File: src/rtl/clock_time_setter_if.sv
// clock_time_setter_if: mode/increment inputs and time/display outputs of the clock core
interface clock_time_setter_if;
  logic [1:0] mode;
  logic       inc_pulse;
  logic [4:0] hours;
  logic [5:0] minutes;
  logic [5:0] seconds;
  logic       sec_tick;
  logic       blink;
  modport master (output mode, inc_pulse, input hours, minutes, seconds, sec_tick, blink);
  modport slave (input mode, inc_pulse, output hours, minutes, seconds, sec_tick, blink);
endinterface

File: src/rtl/clock_time_setter.sv
// clock_time_setter: 24-hour HH:MM:SS clock with hour/minute set modes and set-field blink
module clock_time_setter #(
  parameter int TICK_DIV  = 100000000,
  parameter int BLINK_DIV = 50000000
) (
  input logic clk,
  input logic rst,
  clock_time_setter_if.slave bus
);
  localparam int PW = $clog2(TICK_DIV);
  localparam int BW = $clog2(BLINK_DIV);
  logic [PW-1:0] pre_cnt;
  logic [BW-1:0] blk_cnt;
  logic [1:0]    prev_mode;
  logic          set_mode, swap, tick_now;
  always_comb begin
    set_mode = bus.mode == 2'd1 || bus.mode == 2'd2;
    swap     = set_mode && (prev_mode == 2'd1 || prev_mode == 2'd2) && prev_mode != bus.mode;
    tick_now = bus.mode == 2'd0 && pre_cnt == PW'(TICK_DIV - 1);
  end
  always_ff @(posedge clk) begin
    if (rst) begin
      pre_cnt     <= '0;
      blk_cnt     <= '0;
      prev_mode   <= 2'd0;
      bus.hours   <= '0;
      bus.minutes <= '0;
      bus.seconds <= '0;
      bus.sec_tick <= 1'b0;
      bus.blink   <= 1'b0;
    end else begin
      prev_mode    <= bus.mode;
      pre_cnt      <= (bus.mode != 2'd0 || tick_now) ? '0 : pre_cnt + 1'b1;
      bus.sec_tick <= tick_now;
      if (tick_now) begin
        bus.seconds <= bus.seconds == 6'd59 ? 6'd0 : bus.seconds + 6'd1;
        if (bus.seconds == 6'd59) begin
          bus.minutes <= bus.minutes == 6'd59 ? 6'd0 : bus.minutes + 6'd1;
          if (bus.minutes == 6'd59)
            bus.hours <= bus.hours == 5'd23 ? 5'd0 : bus.hours + 5'd1;
        end
      end else if (bus.mode == 2'd1 && bus.inc_pulse) begin
        bus.hours <= bus.hours == 5'd23 ? 5'd0 : bus.hours + 5'd1;
      end else if (bus.mode == 2'd2 && bus.inc_pulse) begin
        bus.minutes <= bus.minutes == 6'd59 ? 6'd0 : bus.minutes + 6'd1;
        bus.seconds <= 6'd0;
      end
      // adjusting or switching fields restarts the blink phase with the field visible
      if (!set_mode || bus.inc_pulse || swap) begin
        blk_cnt   <= '0;
        bus.blink <= 1'b0;
      end else if (blk_cnt == BW'(BLINK_DIV - 1)) begin
        blk_cnt   <= '0;
        bus.blink <= ~bus.blink;
      end else begin
        blk_cnt <= blk_cnt + 1'b1;
      end
    end
  end
endmodule
File: src/flat_wrapper.sv
// flat-port wrapper written by rule: the top's interface ports become plain ports
module clock_time_setter_flat 
#(
  parameter int TICK_DIV  = 100000000,
  parameter int BLINK_DIV = 50000000
)
  (clk, rst, bus_mode, bus_inc_pulse, bus_hours, bus_minutes, bus_seconds, bus_sec_tick, bus_blink);
  clock_time_setter_if bus_i ();
  input logic clk;
  input logic rst;
  input wire logic [$bits(bus_i.mode)-1:0] bus_mode;
  input wire logic [$bits(bus_i.inc_pulse)-1:0] bus_inc_pulse;
  output wire logic [$bits(bus_i.hours)-1:0] bus_hours;
  output wire logic [$bits(bus_i.minutes)-1:0] bus_minutes;
  output wire logic [$bits(bus_i.seconds)-1:0] bus_seconds;
  output wire logic [$bits(bus_i.sec_tick)-1:0] bus_sec_tick;
  output wire logic [$bits(bus_i.blink)-1:0] bus_blink;
  assign bus_i.mode = bus_mode;
  assign bus_i.inc_pulse = bus_inc_pulse;
  assign bus_hours = bus_i.hours;
  assign bus_minutes = bus_i.minutes;
  assign bus_seconds = bus_i.seconds;
  assign bus_sec_tick = bus_i.sec_tick;
  assign bus_blink = bus_i.blink;
  clock_time_setter #(.TICK_DIV(TICK_DIV), .BLINK_DIV(BLINK_DIV)) u_core (.clk(clk), .rst(rst), .bus(bus_i));
endmodule
File: config.mk
export PLATFORM = sky130hd
export DESIGN_NAME = clock_time_setter_flat
export DESIGN_NICKNAME = d
export VERILOG_FILES = /design/src/rtl/clock_time_setter_if.sv /design/src/rtl/clock_time_setter.sv /design/src/flat_wrapper.sv
export SDC_FILE = /design/constraint.sdc
export NUM_CORES = 1
export LEC_CHECK = 0
export CAP_MARGIN = 20
export CORE_AREA = 2 2 81 122
export DETAILED_ROUTE_END_ITERATION = 8
export DIE_AREA = 0 0 83 124
export PLACE_DENSITY = 0.59
export SLEW_MARGIN = 0
export SYNTH_ARGS = -nofsm -noshare
export SYNTH_HDL_FRONTEND = slang
export SYNTH_SLANG_ARGS = --single-unit
File: constraint.sdc
create_clock -name clk -period 2.6 [get_ports clk]
set_input_delay 0.26 -clock clk [delete_from_list [all_inputs] [get_ports clk]]
set_output_delay 0.26 -clock clk [all_outputs]
set_load 0.05 [all_outputs]
==> key figures <==
Run
  • Max cap viols: 0

Critical path
  • Required time of the critical path: 2820 ps
  • Beginning of the worst register-to-register path: u_core.pre_cnt[18]
  • FF-to-FF setup slack: a little under 300 ps
  • Slowest stage cell on the critical path: or4b_4
  • Critical path peak fanout: 8
  • Worst Setup End Kind: register
  • CP Data Arrival Time: 2530 ps
  • Path depth of the worst reg2reg path: 5
  • Critical Path Start: u_core.pre_cnt[18]
  • WS Path Type: register to register
  • Startpoint types: register
  • Terminus of the critical flop-to-flop path: u_core.bus.hours[2]
  • Series of cell instances along the critical path: or4b_4, nor4_4, nand3_2, a21boi_0, mux2_2
  • Worst stage delay on the critical path: 500 ps
  • Critical Path End: u_core.bus.hours[2]

Status
  • Run status: complete, no violations

Placed design
  • Number of cells after detailed placement: 558
  • PortBufs: 23
  • Placer's final routability congestion estimate: 0.747
  • Minimum setup slack after placement: 139 ps
  • HPWL reported at the end of detailed placement: 5400 um
  • Placed inst area: 4020 um2

Global routing
  • Remaining Overflow, GRT: 0
  • GRT Total Usage: around 15%
  • Initial antenna violation count: 0
  • Via count of the first global-routing pass: 2847
  • Global-route wire length before repair: 12500 um
  • Largest net degree at the start of global routing: 28

Pwr
  • Maximum vdd ir drop: 0.329 mV
  • Sum of internal, switching and leakage power: 2.43 mW
  • LEAKAGE: 1.42 nW
  • Total power per unit cell area: 562 nW/um2

Clock network
  • Clk pin slew, worst setup/hold paths: roughly 60 ps
  • Max Buffers Root-to-Sink: 2
  • CTS tree: built
  • Number of clock sinks: 74
  • Deepest level of the CTS H-tree: 3
  • Clk_lat worst skew: 330 ps
  • CTS-repair resized insts: 0
  • Root buffer cell: clkbuf_16
  • Total clock buffers created by CTS: 9
  • Hold_buf cts: 0
  • Number of setup buffers added after CTS: 0

STA
  • Fraction of the cycle the final worst path needs: 88.7%
  • Setup repair after global routing missed its margin: false
  • Setup TNS: 0 ps
  • Total count of hold-check failures in the final report: 0
  • Setup slack of the critical path after layout: 293 ps
  • Worst Clk Skew: between 6 and 7 ps
  • Tightest Pin Transition: 561 ps
  • Final setup violating endpoints: 0
  • Max Clk Rate: about 430 MHz
  • Worst max-slew margin expressed relative to the limit: 62.3%
  • Slew Limit Fails: 0
  • Post-route worst hold slack: approximately 460 ps
  • Shortest period the worst path allows: 2310 ps

Drt
  • Via count: around 3000
  • Total wire length: around 7300 um
  • Number of optimization iterations in the first detailed-route pass: 4
  • Via/cell ratio: 5.16
  • Residual DRC count: 0
  • Routed wirelength normalized by instance count: between 10 and 15 um
  • Number of DRC markers in iteration 0: 111
  • Count of antenna-violating nets left after detailed routing: 0

Cells and area
  • Post-layout net count: 470
  • Post-Layout Inst Area: 4320 um2
  • Layout-stage area growth over the synthesis result: 18.6%
  • Fraction of layout cells with a size suffix above 1: under 10%
  • Diodes inserted: 0
  • Finished Layout Cells: ~570
  • Total of fill cells in the finished design: 902
  • Final Util: 46.9%

Worst hold path
  • Count of cells along the worst hold path: 1
  • Min-delay worst type: register to register

Floorplanning
  • Height of the die: 124 um
  • Cell row count: 43
  • Num ports: 24
  • Initial cell density of the core: between 30 and 40%
  • Core Footprint: about 9200 um2
  • Die X: 83 um
  • Area of the die: 10300 um2

Synthesis
  • Register area share after synthesis: just over 40%
  • Most frequent cell after synthesis: nor2_1
  • Share of async-settable or async-resettable flops after synthesis: 0%
  • Syn. warnings: 0
  • Synth Area in Compound Gates: 6.46%
  • Top cells by area, synth: dfxtp_1, nor2_1, xor2_1, xnor2_1, nand3_1
  • Xor/xnor share of the synthesized area: roughly an eighth
  • Main combinational cell family by area after synthesis: simple AND/OR/NAND/NOR gates
  • Number of flip-flops and latches in the synthesized netlist: 74
  • Gate count after technology mapping: 426
  • Largest area contributor in the synthesized netlist: dfxtp_1
  • Proportion of netlist area held by the largest area contributor: 40.7%
  • Primary FF master, synth: dfxtp_1
  • Synthesized-area fraction occupied by adder cells: 2.75%
  • Count of different cell masters after synthesis: 56
  • Fraction of synthesized area in multiplexers: 1.48%
  • Fraction of the mapped netlist area in simple logic gates: 33.6%
  • Post-Syn Area per Cell: 8.55 um2
  • EDFF count, synth: 0
  • Post-Synthesis Net Count: 439
  • Post-synthesis instance area: 3640 um2
  • Commonest cells post-synth: nor2_1, dfxtp_1, nand3_1, nand2_1, xor2_1
==> layout make-up <==
class	count	area (um2)	share of cell area, %
tap	112	140	3.25
multi-input combinational	326	2050	47.5
inverter	14	52.6	1.22
clock inverter	5	55.1	1.27
timing repair buffer	32	298	6.90
clock buffer	10	239	5.53
sequential	74	1480	34.3
==> report_power, final <==
group	switching (mW)	total (mW)	internal, mW	leakage, nW
clock	0.455	1.21	0.759	0.140
sequential	0.00527	1.14	1.14	0.597
combinational	0.0430	0.0660	0.0229	0.686
==> critical path, delay by kind of cell (launching register included) <==
kind | cells | cell delay [ps]
simple gates | 3 | 1180
flops | 1 | 410
mux | 1 | 350
compound gates | 1 | 250
==> metal layers <==
metal	track usage (%)	part of all wire, %	vias to the layer above
met5	0	0	-
met4	5.84	1.6	0
met3	3.45	2.0	11
met2	27.8	52	24
met1	16.0	44	1370
li1	-	-	1553
==> registers in the layout (all words and copies together), names as in the netlist <==
name	cells
u_core.blk_cnt	26
u_core.bus.blink	1
u_core.bus.hours	5
u_core.bus.minutes	6
u_core.bus.sec_tick	1
u_core.bus.seconds	6
u_core.pre_cnt	27
u_core.prev_mode	2
==> worst min path at each step <==
| stage | from | endpoint | slack, ps |
|---|---|---|---|
| finish | u_core.pre_cnt[0] | u_core.pre_cnt[0] | 460 |
| CTS | u_core.pre_cnt[0] | u_core.pre_cnt[0] | 470 |
| floorplan | bus_mode[1] | u_core.prev_mode[1] | 420 |
| global route | u_core.pre_cnt[0] | u_core.pre_cnt[0] | 490 |
| global placement | u_core.pre_cnt[0] | u_core.pre_cnt[0] | 440 |
| detailed placement | u_core.pre_cnt[0] | u_core.pre_cnt[0] | 460 |
==> placed cells by master, fill, tap and decap left out, types with 2 or more instances in the layout <==
master / instances
nand3_2: 2
clkinv_2: 2
and3_2: 2
nand4_1: 21
nand3b_1: 4
nand2b_1: 3
xor2_1: 28
or2_2: 2
mux2i_1: 2
xnor2_1: 22
buf_4: 9
o211ai_1: 2
or4_1: 2
mux2_2: 3
inv_1: 14
a311oi_1: 2
nand4b_1: 2
nand2_1: 28
and2_1: 4
and4_1: 6
a21oi_1: 7
dfxtp_1: 74
ha_1: 8
nor2_1: 80
nor4_1: 10
nor4bb_1: 2
nor3_1: 13
nor4_4: 2
clkinvlp_4: 2
nor2b_1: 3
and3_1: 7
clkbuf_16: 9
clkdlybuf4s50_1: 23
o21ai_0: 8
nand3_1: 29
==> cell families after synthesis <==
logic type | Yosys count
simple gates | 230
flops | 74
xor+xnor | 50
compound gates | 33
buf+inv | 26
fa+ha+maj | 8
mux | 5
(Power assumes the default switching activity.)
